--- config.mk ---
export PLATFORM = sky130hd
export DESIGN_NAME = line_drawer
export DESIGN_NICKNAME = d
export VERILOG_FILES = /design/src/rtl/line_pkg.sv /design/src/rtl/line_drawer.sv
export SDC_FILE = /design/constraint.sdc
export NUM_CORES = 1
export LEC_CHECK = 0
export CAP_MARGIN = 0
export CELL_PAD_IN_SITES_DETAIL_PLACEMENT = 1
export CELL_PAD_IN_SITES_GLOBAL_PLACEMENT = 1
export CORE_ASPECT_RATIO = 0.6
export CORE_MARGIN = 5
export CORE_UTILIZATION = 45
export CTS_CLUSTER_SIZE = 16
export DETAILED_ROUTE_END_ITERATION = 7
export HOLD_SLACK_MARGIN = 0.12
export PLACE_DENSITY_LB_ADDON = 0.1
export SLEW_MARGIN = 5
export SYNTH_ARGS = -nofsm -noshare
export SYNTH_HDL_FRONTEND = slang
export SYNTH_SLANG_ARGS = --single-unit
export TNS_END_PERCENT = 10
--- constraint.sdc ---
create_clock -name CLOCK_50 -period 5.05 [get_ports CLOCK_50]
set_clock_uncertainty 0.2 [all_clocks]
set_input_delay 1.01 -clock CLOCK_50 [delete_from_list [all_inputs] [get_ports CLOCK_50]]
set_output_delay 1.01 -clock CLOCK_50 [all_outputs]
set_load 0.005 [all_outputs]
--- src/rtl/line_pkg.sv ---
// -----------------------------------------------------------------------------
// line_pkg
//   Shared constants for the Bresenham line drawer: screen size defaults,
//   coordinate and error-term widths, and the FSM state encoding.
// -----------------------------------------------------------------------------
package line_pkg;

    // Visible screen defaults (160x120 VGA adapter mode).
    localparam int SCREEN_W_DEF = 160;
    localparam int SCREEN_H_DEF = 120;

    // Coordinate widths match the VGA adapter ports.
    localparam int X_W = 8;
    localparam int Y_W = 7;

    // err spans roughly [2*dy, 2*dx] = [-254, 510], so 10 signed bits hold it;
    // e2 = 2*err needs one more bit.
    localparam int ERR_W = 10;
    localparam int E2_W  = 11;

    // FSM state encoding.
    typedef logic [1:0] state_t;
    localparam state_t S_IDLE = 2'd0;
    localparam state_t S_INIT = 2'd1;
    localparam state_t S_DRAW = 2'd2;
    localparam state_t S_DONE = 2'd3;

endpackage : line_pkg

--- src/rtl/line_drawer.sv ---
// -----------------------------------------------------------------------------
// line_drawer
//   Draws one line with Bresenham's algorithm, emitting one pixel per clock.
//
// Ports
//   CLOCK_50            sole clock, rising edge
//   resetn              asynchronous active-low reset
//   start               request to draw a line (accepted only in IDLE)
//   x0,y0,x1,y1         line endpoints (captured with start)
//   colour_in           line colour (captured with start)
//   x,y,colour          current pixel to the VGA adapter
//   plot                write strobe: DRAW cycle with an on-screen pixel
//   busy                high in INIT and DRAW
//   done                one-cycle pulse after the last pixel
//   dbg_state_o         current FSM state, for observation only
//
// Handshake: start is a level sampled on the rising edge only while the FSM is
// in IDLE; the request is accepted on that edge (busy rises the next cycle),
// endpoints/colour are captured then, and any start or endpoint change while
// busy or in DONE is ignored. done marks completion for exactly one cycle.
// -----------------------------------------------------------------------------
module line_drawer
    import line_pkg::*;
#(
    parameter int SCREEN_W = SCREEN_W_DEF,
    parameter int SCREEN_H = SCREEN_H_DEF
) (
    input  logic           CLOCK_50,
    input  logic           resetn,
    input  logic           start,
    input  logic [X_W-1:0] x0,
    input  logic [X_W-1:0] x1,
    input  logic [Y_W-1:0] y0,
    input  logic [Y_W-1:0] y1,
    input  logic [2:0]     colour_in,
    output logic [X_W-1:0] x,
    output logic [Y_W-1:0] y,
    output logic [2:0]     colour,
    output logic           plot,
    output logic           busy,
    output logic           done,
    output state_t         dbg_state_o
);

    localparam int XL_W = X_W + 1;
    localparam int YL_W = Y_W + 1;
    localparam logic [XL_W-1:0] X_LIM = XL_W'(SCREEN_W);
    localparam logic [YL_W-1:0] Y_LIM = YL_W'(SCREEN_H);
    localparam logic signed [ERR_W-1:0] ERR_ZERO = '0;

    state_t                   state_q,  state_d;
    logic [X_W-1:0]           x_q,      x_d;      // current point
    logic [Y_W-1:0]           y_q,      y_d;
    logic [X_W-1:0]           x1_q,     x1_d;     // captured end point
    logic [Y_W-1:0]           y1_q,     y1_d;
    logic [2:0]               col_q,    col_d;
    logic signed [ERR_W-1:0]  dx_q,     dx_d;     // +|x1-x0|
    logic signed [ERR_W-1:0]  dy_q,     dy_d;     // -|y1-y0|
    logic signed [ERR_W-1:0]  err_q,    err_d;
    logic                     sx_neg_q, sx_neg_d; // step direction: 1 = -1
    logic                     sy_neg_q, sy_neg_d;

    logic [X_W-1:0]           dx_abs;
    logic [Y_W-1:0]           dy_abs;
    logic signed [E2_W-1:0]   e2, dx_ext, dy_ext;
    logic                     step_x, step_y, at_end;

    always_comb begin
        state_d  = state_q;
        x_d      = x_q;
        y_d      = y_q;
        x1_d     = x1_q;
        y1_d     = y1_q;
        col_d    = col_q;
        dx_d     = dx_q;
        dy_d     = dy_q;
        err_d    = err_q;
        sx_neg_d = sx_neg_q;
        sy_neg_d = sy_neg_q;

        dx_abs = (x1_q >= x_q) ? (x1_q - x_q) : (x_q - x1_q);
        dy_abs = (y1_q >= y_q) ? (y1_q - y_q) : (y_q - y1_q);

        e2     = {err_q, 1'b0};
        dx_ext = {dx_q[ERR_W-1], dx_q};
        dy_ext = {dy_q[ERR_W-1], dy_q};
        step_x = (e2 >= dy_ext);
        step_y = (e2 <= dx_ext);
        at_end = (x_q == x1_q) && (y_q == y1_q);

        case (state_q)
            S_IDLE: begin
                if (start) begin
                    // The start point goes straight into the current-point
                    // registers; INIT derives the deltas from them.
                    x_d     = x0;
                    y_d     = y0;
                    x1_d    = x1;
                    y1_d    = y1;
                    col_d   = colour_in;
                    state_d = S_INIT;
                end
            end
            S_INIT: begin
                dx_d     = $signed({{(ERR_W-X_W){1'b0}}, dx_abs});
                dy_d     = -$signed({{(ERR_W-Y_W){1'b0}}, dy_abs});
                err_d    = $signed({{(ERR_W-X_W){1'b0}}, dx_abs})
                         - $signed({{(ERR_W-Y_W){1'b0}}, dy_abs});
                sx_neg_d = (x1_q < x_q);
                sy_neg_d = (y1_q < y_q);
                state_d  = S_DRAW;
            end
            S_DRAW: begin
                if (at_end) begin
                    state_d = S_DONE;
                end else begin
                    // Both Bresenham steps may fire together; their err
                    // contributions are summed into one update.
                    err_d = err_q + (step_x ? dy_q : ERR_ZERO)
                                  + (step_y ? dx_q : ERR_ZERO);
                    if (step_x) x_d = sx_neg_q ? (x_q - 1'b1) : (x_q + 1'b1);
                    if (step_y) y_d = sy_neg_q ? (y_q - 1'b1) : (y_q + 1'b1);
                end
            end
            default: begin
                state_d = S_IDLE;
            end
        endcase
    end

    always_ff @(posedge CLOCK_50 or negedge resetn) begin
        if (!resetn) begin
            state_q  <= S_IDLE;
            x_q      <= '0;
            y_q      <= '0;
            x1_q     <= '0;
            y1_q     <= '0;
            col_q    <= '0;
            dx_q     <= '0;
            dy_q     <= '0;
            err_q    <= '0;
            sx_neg_q <= 1'b0;
            sy_neg_q <= 1'b0;
        end else begin
            state_q  <= state_d;
            x_q      <= x_d;
            y_q      <= y_d;
            x1_q     <= x1_d;
            y1_q     <= y1_d;
            col_q    <= col_d;
            dx_q     <= dx_d;
            dy_q     <= dy_d;
            err_q    <= err_d;
            sx_neg_q <= sx_neg_d;
            sy_neg_q <= sy_neg_d;
        end
    end

    // Outputs decode registered state only, so reset clears them at once.
    assign x           = x_q;
    assign y           = y_q;
    assign colour      = col_q;
    assign plot        = (state_q == S_DRAW) &&
                         ({1'b0, x_q} < X_LIM) && ({1'b0, y_q} < Y_LIM);
    assign busy        = (state_q == S_INIT) || (state_q == S_DRAW);
    assign done        = (state_q == S_DONE);
    assign dbg_state_o = state_q;

endmodule : line_drawer
==> flow_summary.toml, run 1 <==
[status]
outcome = "completed"

[sta]
layout_worst_path_cycle_share_pct = 94.8
setup_viol_count_final = 0
timing_max_transition_violations_final = 0
timing.max_slew.rel_slack_pct = 49.1
tightestPinTransition_ns = 0.764
rsz0062_at_grt = "false"
fmax_mhz = 209
setup_tns_ns = 0
fin_worst_hold_slack_ns = 0.276
final_period_minus_worst_setup_slack_ns = 4.79
final_hold_viol_count = 0

[die]
boundaryPins = 59
die_h_um = 99.2
placeableCoreArea_um2 = 12900
floorplan.die_area_um2 = 15700
core.rowCount = 32
dieWidth_um = 159
floorplan.initialDensity_pct = 46.1

[cts]
cts.root.buffer_cell = "clkbuf_16"
cts_resized = 0
cts-buffers-inserted = 9
post_cts_hold_buffer_count = 0
clock_latency_reported_for_the_late_side_of_the_worst_skew_pair_ns = 0.34
ctsHtreeMaxLevel = 3
cts_tree = "built"
clk_pin_slew_worst_setup_hold_paths_ns = 0.06
tritoncts_num_sinks = 65
post_cts_buffers = 0
clock_path_buffers = 2

[final_layout]
synthToLayoutAreaGrowth_pct = 18.4
layout.core_utilization_pct = 54.6
nNetsFinal = 885
fin_area_um2 = 7070
antenna_cells = 0
drive_gt1_share_pct = 6.59

[global_route]
pin_count_of_the_biggest_net_entering_global_routing = 40
grt_antenna_before_repair = 0
overflow = 0
globalRouteTotalUtil_pct = 25.0
first_pass_grt_wire_length_mm = 31.0
grt_pass1_vias = 5722

[yosys]
synth.cells.most_frequent = "79 x nand2_1, 78 x ha_1, 76 x inv_1"
number_of_flops_mapped_to_enable_cells_by_yosys = 0
synthDistinctLibCells = 54
synthesis.area_per_instance_um2 = 8.55
synthesis.nets = 828
synth_most_common_cell = "nand2_1"
post_synth_inst_count = 698
yosys_register_bits = 65
async_flop_share_pct = 100
yosysSeqAreaShare_pct = 27.3
dominant_synthesized_flop_cell = "dfrtp_1"
netlist.area_leader.share_pct = 27.3
post_synth_instance_area_um2 = 5970
yosys.area.top_type = "dfrtp_1"
yosys-top-cells-area = "dfrtp_1 27%, ha_1 16%, fa_1 5.4%"
synth.yosys.warnings = 0

[worst_setup_path]
worst_setup_path_class = "flip-flop to flip-flop"
cp_arrival_ns = 4.80
worstPathMaxFanout = 4
worstSetupEndpointType = "flip-flop"
critPathLaunchType = "flip-flop"
required_ns = 5.06
reg2reg_slack_ns = 0.26

[placement]
dp.final_hpwl_mm = 15.1
io_buffers = 58
finalWeightedCongestion = 0.886
placed_area_um2 = 6750

[hold_path]
hold_class = "flip-flop to flip-flop"

[detailed_routing]
drcViolationCount = 0
num_vias = 5353
drt-vias-per-instance = 5.76
avgRoutedWirePerCell_um = 20.4
postRouteWirelength_mm = 19.0
drt_pass1_iterations = 4
drt.antenna.violating_nets = 0
drt-initial-drc-count = 303

[flow_run]
max_cap_violations = 0
==> kinds of logic (layout without fill, tap and decap cells) <==
group | after synthesis | after routing | synth area share (%)
buf+inv | 98 | 159 | 6.21
fa+ha+maj | 94 | 94 | 21.7
compound gates | 181 | 181 | 19.1
mux | 30 | 30 | 5.32
simple gates | 199 | 199 | 15.6
xor+xnor | 31 | 31 | 4.78
flops | 65 | 65 | 27.3
==> layout make-up <==
class | count | area (µm²)
Sequential cell | 65 | 1630
Timing Repair Buffer | 68 | 651
Clock inverter | 3 | 40.0
Inverter | 76 | 285
Multi-Input combinational cell | 535 | 3990
Clock buffer | 12 | 256
Tap cell | 170 | 213
Fill cell | 1537 | 5870
==> layout by cell type, fill, tap and decap left out, types with 14 or more instances in the layout <==
| cell type | netlist | final |
|---|---|---|
| a21o_1 | 21 | 21 |
| mux2i_1 | 19 | 19 |
| xnor2_1 | 18 | 18 |
| inv_1 | 76 | 76 |
| and2_1 | 16 | 16 |
| o21ai_0 | 56 | 56 |
| ha_1 | 78 | 78 |
| nor2_1 | 40 | 40 |
| clkdlybuf4s50_1 | 0 | 57 |
| fa_1 | 16 | 16 |
| nor3_1 | 14 | 14 |
| nand2_1 | 79 | 78 |
| a21oi_1 | 52 | 50 |
| dfrtp_1 | 65 | 65 |
==> worst paths after layout <==
check                      startpoint   endpoint  depth (start not counted)
hold reg to reg             colour[0]  colour[0]                          2
setup reg to reg             err_q[6]   err_q[9]                         18
hold / removal              colour[0]  colour[0]                          2
min in group asynchronous      resetn       y[2]                          1
max in group asynchronous      resetn    dx_q[2]                          2
setup / recovery             err_q[6]   err_q[9]                         18
==> worst max-delay path, cell delays in order, from the launching register on <==
cell	delay (ns)
dfrtp_1	0.46
ha_1	0.37
nand4b_1	0.15
nor2_1	0.10
nor3b_1	0.32
a31oi_2	0.22
and2_1	0.22
fa_1	0.48
ha_1	0.19
inv_1	0.06
fa_1	0.40
nor2b_1	0.17
o21ai_0	0.17
a21oi_2	0.21
a211oi_1	0.07
or3_1	0.39
xnor3_1	0.34
nand2_1	0.07
a21oi_1	0.07
==> state kept, by name, indices dropped and copies added, names as in the netlist <==
register     cells
dx_q             8
err_q           10
y                7
y1_q             7
x1_q             8
sx_neg_q         1
x                8
dy_q            10
sy_neg_q         1
colour           3
dbg_state_o      2
==> per-stage QoR <==
stage | setup slack, ns | cells
2_1_floorplan | 0.834 | 698
3_3_place_gp | 0.364 | 914
3_5_place_dp | 0.223 | 914
4_1_cts | 0.147 | 929
6_report | 0.260 | 929
5_1_grt | 0.0158 | 929
==> layer usage <==
| metal | track usage (%) | up-vias | share of wire (%) |
|---|---|---|---|
| met4 | 5.24 | 0 | 1.5 |
| li1 | - | 2515 | - |
| met2 | 37.9 | 130 | 44 |
| met1 | 36.6 | 2682 | 49 |
| met3 | 5.74 | 26 | 5.3 |
| met5 | 0 | - | 0 |
Power of run 1 is left out: the tool's default activity adds up to more than one toggle a clock period on the data nets, which glitch-free logic cannot reach.
==> run 2, diff against run 1 <==
--- a/config.mk
+++ b/config.mk
@@ -13,7 +13,6 @@
 export CORE_UTILIZATION = 45
 export CTS_CLUSTER_SIZE = 16
 export DETAILED_ROUTE_END_ITERATION = 7
-export HOLD_SLACK_MARGIN = 0.12
 export PLACE_DENSITY_LB_ADDON = 0.1
 export SLEW_MARGIN = 5
 export SYNTH_ARGS = -nofsm -noshare
==> results of run 2 <==
Same layout as run 1: the final DEF is identical, and so are final timing and power.
Power of run 2 is left out for the same reason.
==> run 3, diff against run 2 <==
--- a/config.mk
+++ b/config.mk
@@ -5,6 +5,7 @@
 export SDC_FILE = /design/constraint.sdc
 export NUM_CORES = 1
 export LEC_CHECK = 0
+export ABC_CLOCK_PERIOD_IN_PS = 5050
 export CAP_MARGIN = 0
 export CELL_PAD_IN_SITES_DETAIL_PLACEMENT = 1
 export CELL_PAD_IN_SITES_GLOBAL_PLACEMENT = 1
==> results of run 3 <==
Same layout as run 1: the final DEF is identical, and so are final timing and power.
Power of run 3 is left out for the same reason.
